**src/rtl/npc_predict_if.sv**
```systemverilog
// Fetch/EX-side bundle of the next-PC unit: fetch outputs, EX resolution inputs, redirect.
// slave = the npc_predict side, master = the pipeline side.
interface npc_predict_if;
  logic        stall;
  logic [31:0] if_pc;
  logic        if_pred_taken;
  logic [31:0] if_pred_target;
  logic        ex_valid;
  logic [3:0]  ex_op;
  logic [31:0] ex_pc;
  logic [31:0] ex_rs;
  logic [31:0] ex_rt;
  logic [31:0] ex_offset;
  logic [25:0] ex_index;
  logic        ex_pred_taken;
  logic [31:0] ex_pred_target;
  logic        redirect;
  logic [31:0] redirect_pc;

  modport slave (
    input  stall, ex_valid, ex_op, ex_pc, ex_rs, ex_rt, ex_offset, ex_index,
           ex_pred_taken, ex_pred_target,
    output if_pc, if_pred_taken, if_pred_target, redirect, redirect_pc
  );

  modport master (
    output stall, ex_valid, ex_op, ex_pc, ex_rs, ex_rt, ex_offset, ex_index,
           ex_pred_taken, ex_pred_target,
    input  if_pc, if_pred_taken, if_pred_target, redirect, redirect_pc
  );
endinterface

```
**src/rtl/npc_predict.sv**
```systemverilog
// Next-PC unit: PC register, BTB with 2-bit counters, EX branch/jump resolution with delay slot.
// The BTB is only built when NPC_BTB_EN is defined; otherwise fetch is static not-taken.
module npc_predict #(
  parameter logic [31:0] RESET_VECTOR = 32'h0000_3000,
  parameter int unsigned BTB_ENTRIES  = 16,
  parameter int unsigned CNT_W        = 16
) (
  input  logic             clk,
  input  logic             rst_n,
  npc_predict_if.slave     bus,
  output logic [CNT_W-1:0] mispredict_cnt
);

  typedef enum logic [3:0] {
    OpNone = 4'd0,
    OpBeq  = 4'd1,
    OpBne  = 4'd2,
    OpBlez = 4'd3,
    OpBltz = 4'd4,
    OpBgez = 4'd5,
    OpBgtz = 4'd6,
    OpJ    = 4'd7,
    OpJr   = 4'd8
  } op_e;

  logic             op_valid;
  logic             taken;
  logic             rs_zero;
  logic [31:0]      target;
  logic [31:0]      seq_next;
  logic [31:0]      actual_next;
  logic [31:0]      pred_next;
  logic [31:0]      pc_q, pc_d;
  logic [CNT_W-1:0] cnt_q;
  logic             pred_taken;
  logic [31:0]      pred_target;

  assign rs_zero  = (bus.ex_rs == 32'd0);
  assign seq_next = bus.ex_pc + 32'd8;

  always_comb begin
    op_valid = 1'b1;
    taken    = 1'b0;
    target   = bus.ex_pc + 32'd4 + bus.ex_offset;
    case (bus.ex_op)
      OpBeq:  taken = (bus.ex_rs == bus.ex_rt);
      OpBne:  taken = (bus.ex_rs != bus.ex_rt);
      OpBlez: taken = bus.ex_rs[31] | rs_zero;
      OpBltz: taken = bus.ex_rs[31];
      OpBgez: taken = ~bus.ex_rs[31];
      OpBgtz: taken = ~bus.ex_rs[31] & ~rs_zero;
      OpJ: begin
        taken  = 1'b1;
        target = {bus.ex_pc[31:28], bus.ex_index, 2'b00};
      end
      OpJr: begin
        taken  = 1'b1;
        target = bus.ex_rs;
      end
      default: op_valid = 1'b0;
    endcase
  end

  assign actual_next     = taken ? target : seq_next;
  assign pred_next       = bus.ex_pred_taken ? bus.ex_pred_target : seq_next;
  assign bus.redirect    = bus.ex_valid & op_valid & (actual_next != pred_next);
  assign bus.redirect_pc = actual_next;

`ifdef NPC_BTB_EN
  localparam int unsigned IDX_W = $clog2(BTB_ENTRIES);
  localparam int unsigned TAG_W = 30 - IDX_W;

  logic [BTB_ENTRIES-1:0] valid_q;
  logic [TAG_W-1:0]       tag_q [BTB_ENTRIES];
  logic [31:0]            tgt_q [BTB_ENTRIES];
  logic [1:0]             ctr_q [BTB_ENTRIES];
  logic [IDX_W-1:0]       rd_idx, wr_idx;
  logic [TAG_W-1:0]       rd_tag, wr_tag;
  logic [29:0]            wr_word;
  logic                   wr_hit;
  logic                   upd;

  // Entries are keyed by the delay-slot word address (ex_pc + 4).
  assign {rd_tag, rd_idx} = pc_q[31:2];
  assign wr_word          = bus.ex_pc[31:2] + 30'd1;
  assign {wr_tag, wr_idx} = wr_word;
  assign wr_hit           = valid_q[wr_idx] && (tag_q[wr_idx] == wr_tag);
  assign upd              = bus.ex_valid & op_valid;

  assign pred_taken  = valid_q[rd_idx] && (tag_q[rd_idx] == rd_tag) && ctr_q[rd_idx][1];
  assign pred_target = tgt_q[rd_idx];

  always_ff @(posedge clk or negedge rst_n) begin
    if (!rst_n) begin
      valid_q <= '0;
      for (int i = 0; i < BTB_ENTRIES; i++) begin
        tag_q[i] <= '0;
        tgt_q[i] <= '0;
        ctr_q[i] <= '0;
      end
    end else if (upd) begin
      if (wr_hit) begin
        if (taken) begin
          if (ctr_q[wr_idx] != 2'b11) ctr_q[wr_idx] <= ctr_q[wr_idx] + 2'd1;
          tgt_q[wr_idx] <= actual_next;
        end else if (ctr_q[wr_idx] != 2'b00) begin
          ctr_q[wr_idx] <= ctr_q[wr_idx] - 2'd1;
        end
      end else if (taken) begin
        valid_q[wr_idx] <= 1'b1;
        tag_q[wr_idx]   <= wr_tag;
        tgt_q[wr_idx]   <= actual_next;
        ctr_q[wr_idx]   <= 2'b10;
      end
    end
  end
`else
  assign pred_taken  = 1'b0;
  assign pred_target = 32'd0;
`endif

  // Redirect beats stall: the delay slot has already been fetched, so the wrong path must go.
  always_comb begin
    pc_d = pc_q + 32'd4;
    if (bus.redirect) begin
      pc_d = actual_next;
    end else if (bus.stall) begin
      pc_d = pc_q;
    end else if (pred_taken) begin
      pc_d = pred_target;
    end
  end

  always_ff @(posedge clk or negedge rst_n) begin
    if (!rst_n) begin
      pc_q  <= RESET_VECTOR;
      cnt_q <= '0;
    end else begin
      pc_q <= pc_d;
      if (bus.redirect) cnt_q <= cnt_q + 1'b1;
    end
  end

  assign bus.if_pc          = pc_q;
  assign bus.if_pred_taken  = pred_taken;
  assign bus.if_pred_target = pred_target;
  assign mispredict_cnt     = cnt_q;

endmodule

```
**src/flat_wrapper.sv**
```systemverilog
// flat-port wrapper written by rule: the top's interface ports become plain ports
module npc_predict_flat 
#(
  parameter logic [31:0] RESET_VECTOR = 32'h0000_3000,
  parameter int unsigned BTB_ENTRIES  = 16,
  parameter int unsigned CNT_W        = 16
)
  (clk, rst_n, mispredict_cnt, bus_stall, bus_ex_valid, bus_ex_op, bus_ex_pc, bus_ex_rs, bus_ex_rt, bus_ex_offset, bus_ex_index, bus_ex_pred_taken, bus_ex_pred_target, bus_if_pc, bus_if_pred_taken, bus_if_pred_target, bus_redirect, bus_redirect_pc);
  npc_predict_if bus_i ();
  input  logic clk;
  input  logic rst_n;
  output logic [CNT_W-1:0] mispredict_cnt;
  input wire logic [$bits(bus_i.stall)-1:0] bus_stall;
  input wire logic [$bits(bus_i.ex_valid)-1:0] bus_ex_valid;
  input wire logic [$bits(bus_i.ex_op)-1:0] bus_ex_op;
  input wire logic [$bits(bus_i.ex_pc)-1:0] bus_ex_pc;
  input wire logic [$bits(bus_i.ex_rs)-1:0] bus_ex_rs;
  input wire logic [$bits(bus_i.ex_rt)-1:0] bus_ex_rt;
  input wire logic [$bits(bus_i.ex_offset)-1:0] bus_ex_offset;
  input wire logic [$bits(bus_i.ex_index)-1:0] bus_ex_index;
  input wire logic [$bits(bus_i.ex_pred_taken)-1:0] bus_ex_pred_taken;
  input wire logic [$bits(bus_i.ex_pred_target)-1:0] bus_ex_pred_target;
  output wire logic [$bits(bus_i.if_pc)-1:0] bus_if_pc;
  output wire logic [$bits(bus_i.if_pred_taken)-1:0] bus_if_pred_taken;
  output wire logic [$bits(bus_i.if_pred_target)-1:0] bus_if_pred_target;
  output wire logic [$bits(bus_i.redirect)-1:0] bus_redirect;
  output wire logic [$bits(bus_i.redirect_pc)-1:0] bus_redirect_pc;
  assign bus_i.stall = bus_stall;
  assign bus_i.ex_valid = bus_ex_valid;
  assign bus_i.ex_op = bus_ex_op;
  assign bus_i.ex_pc = bus_ex_pc;
  assign bus_i.ex_rs = bus_ex_rs;
  assign bus_i.ex_rt = bus_ex_rt;
  assign bus_i.ex_offset = bus_ex_offset;
  assign bus_i.ex_index = bus_ex_index;
  assign bus_i.ex_pred_taken = bus_ex_pred_taken;
  assign bus_i.ex_pred_target = bus_ex_pred_target;
  assign bus_if_pc = bus_i.if_pc;
  assign bus_if_pred_taken = bus_i.if_pred_taken;
  assign bus_if_pred_target = bus_i.if_pred_target;
  assign bus_redirect = bus_i.redirect;
  assign bus_redirect_pc = bus_i.redirect_pc;
  npc_predict #(.RESET_VECTOR(RESET_VECTOR), .BTB_ENTRIES(BTB_ENTRIES), .CNT_W(CNT_W)) u_core (.clk(clk), .rst_n(rst_n), .bus(bus_i), .mispredict_cnt(mispredict_cnt));
endmodule
```
**config.mk**
```make
export PLATFORM = sky130hd
export DESIGN_NAME = npc_predict_flat
export DESIGN_NICKNAME = d
export VERILOG_FILES = /design/src/rtl/npc_predict_if.sv /design/src/rtl/npc_predict.sv /design/src/flat_wrapper.sv
export SDC_FILE = /design/constraint.sdc
export NUM_CORES = 1
export LEC_CHECK = 0
export CAP_MARGIN = 25
export CELL_PAD_IN_SITES_DETAIL_PLACEMENT = 1
export CELL_PAD_IN_SITES_GLOBAL_PLACEMENT = 1
export CORE_MARGIN = 3
export CORE_UTILIZATION = 30
export DETAILED_ROUTE_END_ITERATION = 10
export HOLD_SLACK_MARGIN = 0.15
export PLACE_DENSITY_LB_ADDON = 0.1
export RECOVER_POWER = 100
export SETUP_SLACK_MARGIN = 0.05
export SYNTH_ARGS = -nofsm -noshare
export SYNTH_HDL_FRONTEND = slang
export SYNTH_SLANG_ARGS = --single-unit
```
**constraint.sdc**
```tcl
create_clock -name clk -period 5.3 [get_ports clk]
set_input_delay 1.06 -clock clk [delete_from_list [all_inputs] [get_ports clk]]
set_output_delay 1.06 -clock clk [all_outputs]
set_load 0.02 [all_outputs]
```
==> metrics.csv <==
stage,metric,value,unit
outcome,status,finished with violations,
outcome,failed_checks,"capacitance limit, slew limit, setup timing",
place,gp_congestion,0.9115,
pwr,intPower,1.924,mW
pwr,max-vdd-ir-drop,131.2,uV
synth,synth-xor-area-share,19.18,%
setup_path,crit_required,4240,ps
routing,drcViolationCount,0,
cts,cts_tree,done,
cts,clock_latency,300,ps
cells_and_area,drive_gt1_share,36.28,%
synth,synth_top_family_by_area,simple AND/OR/NAND/NOR gates,
sta,max_freq,0.1748,GHz
global_route,antenna_found_initial,2,
synth,yosysSeqAreaShare,14.11,%
synth,ys_types,80,
synth,netlist_area,8533,um^2
floorplanning,chipWidth,174.7,um
setup_path,cp_max_fo,3,
setup_path,r2r_start,u_core.bus.if_pc[13],
setup_path,arrival,4660,ps
floorplanning,core-area,27930,um^2
cts,cts-buffers-inserted,5,
synth,synthSimpleGateAreaFrac,21.95,%
setup_path,startpoint,bus_ex_offset[15],
routing,vias,10780,
setup_path,reg2reg_depth,12,
sta,fin_crit,5720,ps
pwr,seqPwrFrac,18.4,%
cells_and_area,fin_util,55.52,%
sta,timing.final.ws_setup,-420.0,ps
global_route,grt_start_max_net_pins,49,
synth,synth_cells,1075,
pwr,netSwitchingPower,1.483,mW
sta,setup_violations,2,
floorplanning,start_util,30.55,%
pwr,switching_share,43.53,%
synth,synth-compound-area-share,20.25,%
global_route,first_global_vias,11520,
cts,cts_htree_levels,2,
cts,root_buffer,clkbuf_16,
cells_and_area,nets,1946,
pwr,leakagePower,6.535,nW
cells_and_area,final-instance-count-excl-fill,2067,
sta,holdWs,473.7,ps
cts,path_clk_slew,70,ps
synth,synthAdderAreaFrac,9.619,%
global_route,grt_usage,27.21,%
sta,tightest_slew,2605,ps
synth,synth.avg_cell_area,7.938,um^2
place,dpl.hpwl,36.47,mm
global_route,grt_pass1_wl,65.57,mm
routing,drt-initial-drc-count,566,
sta,maxSlewHeadroom,-73.67,%
routing,routed_wirelength,43.50,mm
sta,final-hold-violation-count,0,
min_path,min_from,u_core.mispredict_cnt[15],
synth,yosys_most_used_dff,dfrtp_1,
synth,async_reset_ff_share,100.0,%
routing,antenna_left,0,
sta,fin_skew,5.625,ps
setup_path,path_class,in -> out,
place,placedCellCount,2033,
sta,final_max_slew_viol_count,49,
global_route,overflow,0,
place,port_buffers,275,
synth,ys_seq_elements,48,
sta,rsz0062_at_grt,yes,
pwr,power_frac_clock,9.7,%
setup_path,endpoint_kind,primary output,
synth,synth_edf_count,0,
setup_path,crit_path_start_kind,primary input,
flow_run,maxCapViolCount,1,
synth,ys_warn_count,0,
floorplanning,die-area,30500,um^2
pwr,pwr-share-comb,71.9,%
cells_and_area,final_area,15510,um^2
place,dp_slack,-1443,ps
cells_and_area,syn_to_final_growth,81.76,%
min_path,whs_path_depth,1,
cts,ctsHoldBuffers,0,
cts,clk_path_buf_depth,2,
cts,clkSinkCount,48,
routing,first_pass_iters,5,
min_path,worstHoldPathType,reg -> reg,
floorplanning,io_pins,309,
sta,fin_crit_sh,107.9,%
routing,viasPerCell,5.215,
floorplanning,row_count,61,
floorplanning,die_h,174.7,um
routing,wire_per_inst,21.05,um
synth,synthMuxAreaShare,8.431,%
pwr,power_density,219.7,nW/um^2
place,dpl-instance-area,14180,um^2
## synth_stat cells (11+ instances only)
cell / count / share of area (%)
a211oi_1: 20 / 1.8
a21oi_1: 72 / 4.2
a22o_1: 11 / 1.1
a22oi_1: 23 / 2.0
a31oi_1: 11 / 0.81
and3_1: 17 / 1.2
buf_4: 33 / 2.9
clkbuf_1: 29 / 1.3
dfrtp_1: 46 / 13
ha_1: 64 / 9.4
inv_1: 23 / 1.0
mux2_4: 28 / 4.9
mux2i_1: 22 / 2.6
nand2_1: 59 / 2.6
nand3_1: 43 / 2.5
nand4_1: 38 / 2.8
nor2_1: 97 / 4.3
nor3_1: 27 / 1.6
nor4_1: 23 / 1.7
o21ai_0: 36 / 2.1
xnor2_1: 125 / 13
xor2_1: 60 / 6.2
## cell type report
| cell class | count | area [um^2] |
|---|---|---|
| Clock inverter | 2 | 15.01 |
| Fill cell | 3331 | 12420 |
| Tap cell | 378 | 473.0 |
| Clock buffer | 6 | 138.9 |
| Timing Repair Buffer | 653 | 5535 |
| Sequential cell | 48 | 1204 |
| Inverter | 23 | 88.84 |
| Multi-Input combinational cell | 955 | 8050 |
| Antenna cell | 2 | 5.005 |
## routing by layer
metal  share of wire (%)  up-vias  track usage [%]  routed length [um]
met2                  50      331            49.25               21820
met4                 1.9        0            5.618                 809
met3                 5.0       34            3.086                2154
met1                  43     5285            34.88               18710
met5                   0        -                0                   0
li1                    -     5129                -                   -
## placed cells by master (no fill, tap or decap), types with 44 or more instances in the layout
cell type	n
ha_4	44
dlygate4sd2_1	50
dlygate4sd3_1	48
xnor2_1	120
buf_4	366
nand2_1	56
dfrtp_1	46
nor2_1	90
xor2_1	60
clkdlybuf4s50_1	141
a21oi_1	49
## flip-flops by register name, summed over array words and instances, names as in the netlist
signal / count
u_core.bus.if_pc: 32
u_core.mispredict_cnt: 16
## worst max-delay path, stage by stage
cell           delay [ps]
dlygate4sd2_1         270
ha_4                  260
ha_4                  260
a211oi_4              220
o211ai_1              140
a221o_1               440
a211o_1               380
a41o_1                240
xnor2_2               150
o21ai_2               180
buf_4                 150
xor2_1                120
nand4_1               230
o21ai_4               270
a21oi_4               100
buf_6                 190
## power by group through the flow
stage | logic [mW] | clock network [mW] | registers [mW]
floorplan | 0.990 | 0 | 0.742
global placement | 2.23 | 0 | 0.628
detailed placement | 2.27 | 0 | 0.637
CTS | 2.44 | 0.341 | 0.632
global route | 2.61 | 0.352 | 0.651
finish | 2.45 | 0.332 | 0.627
## path summary, 6_finish.rpt
kind                                              to  slack (ps)
min in group asynchronous        u_core.bus.if_pc[2]        1660
setup / recovery                        bus_redirect        -420
hold / removal             u_core.mispredict_cnt[15]         470
hold reg to reg            u_core.mispredict_cnt[15]         470
max in group asynchronous   u_core.mispredict_cnt[7]        2150
setup reg to reg                u_core.bus.if_pc[29]        2540
## what timing repair did
item | 4_1_cts | 5_1_grt
buffers inserted | 25 | 2
endpoints found under the setup margin | 81 | 70
gates cloned | 0 | 0
pin swaps | 95 | 16
resized for setup | 289 | 76
## stage by stage
stage | power [mW] | setup TNS (ps)
after floorplan | 1.732 | -78.06
after global placement | 2.863 | -41870
after detailed placement | 2.912 | -47370
after CTS | 3.410 | -433.5
after global routing | 3.614 | -1716
final | 3.407 | -509.5
## logic make-up after synthesis
kind of cell,count (synthesis)
compound gates,257
xor+xnor,186
fa+ha+maj,65
buf+inv,104
flops,48
mux,57
other cells,1
simple gates,357
Power figures use the tool's default switching activity.
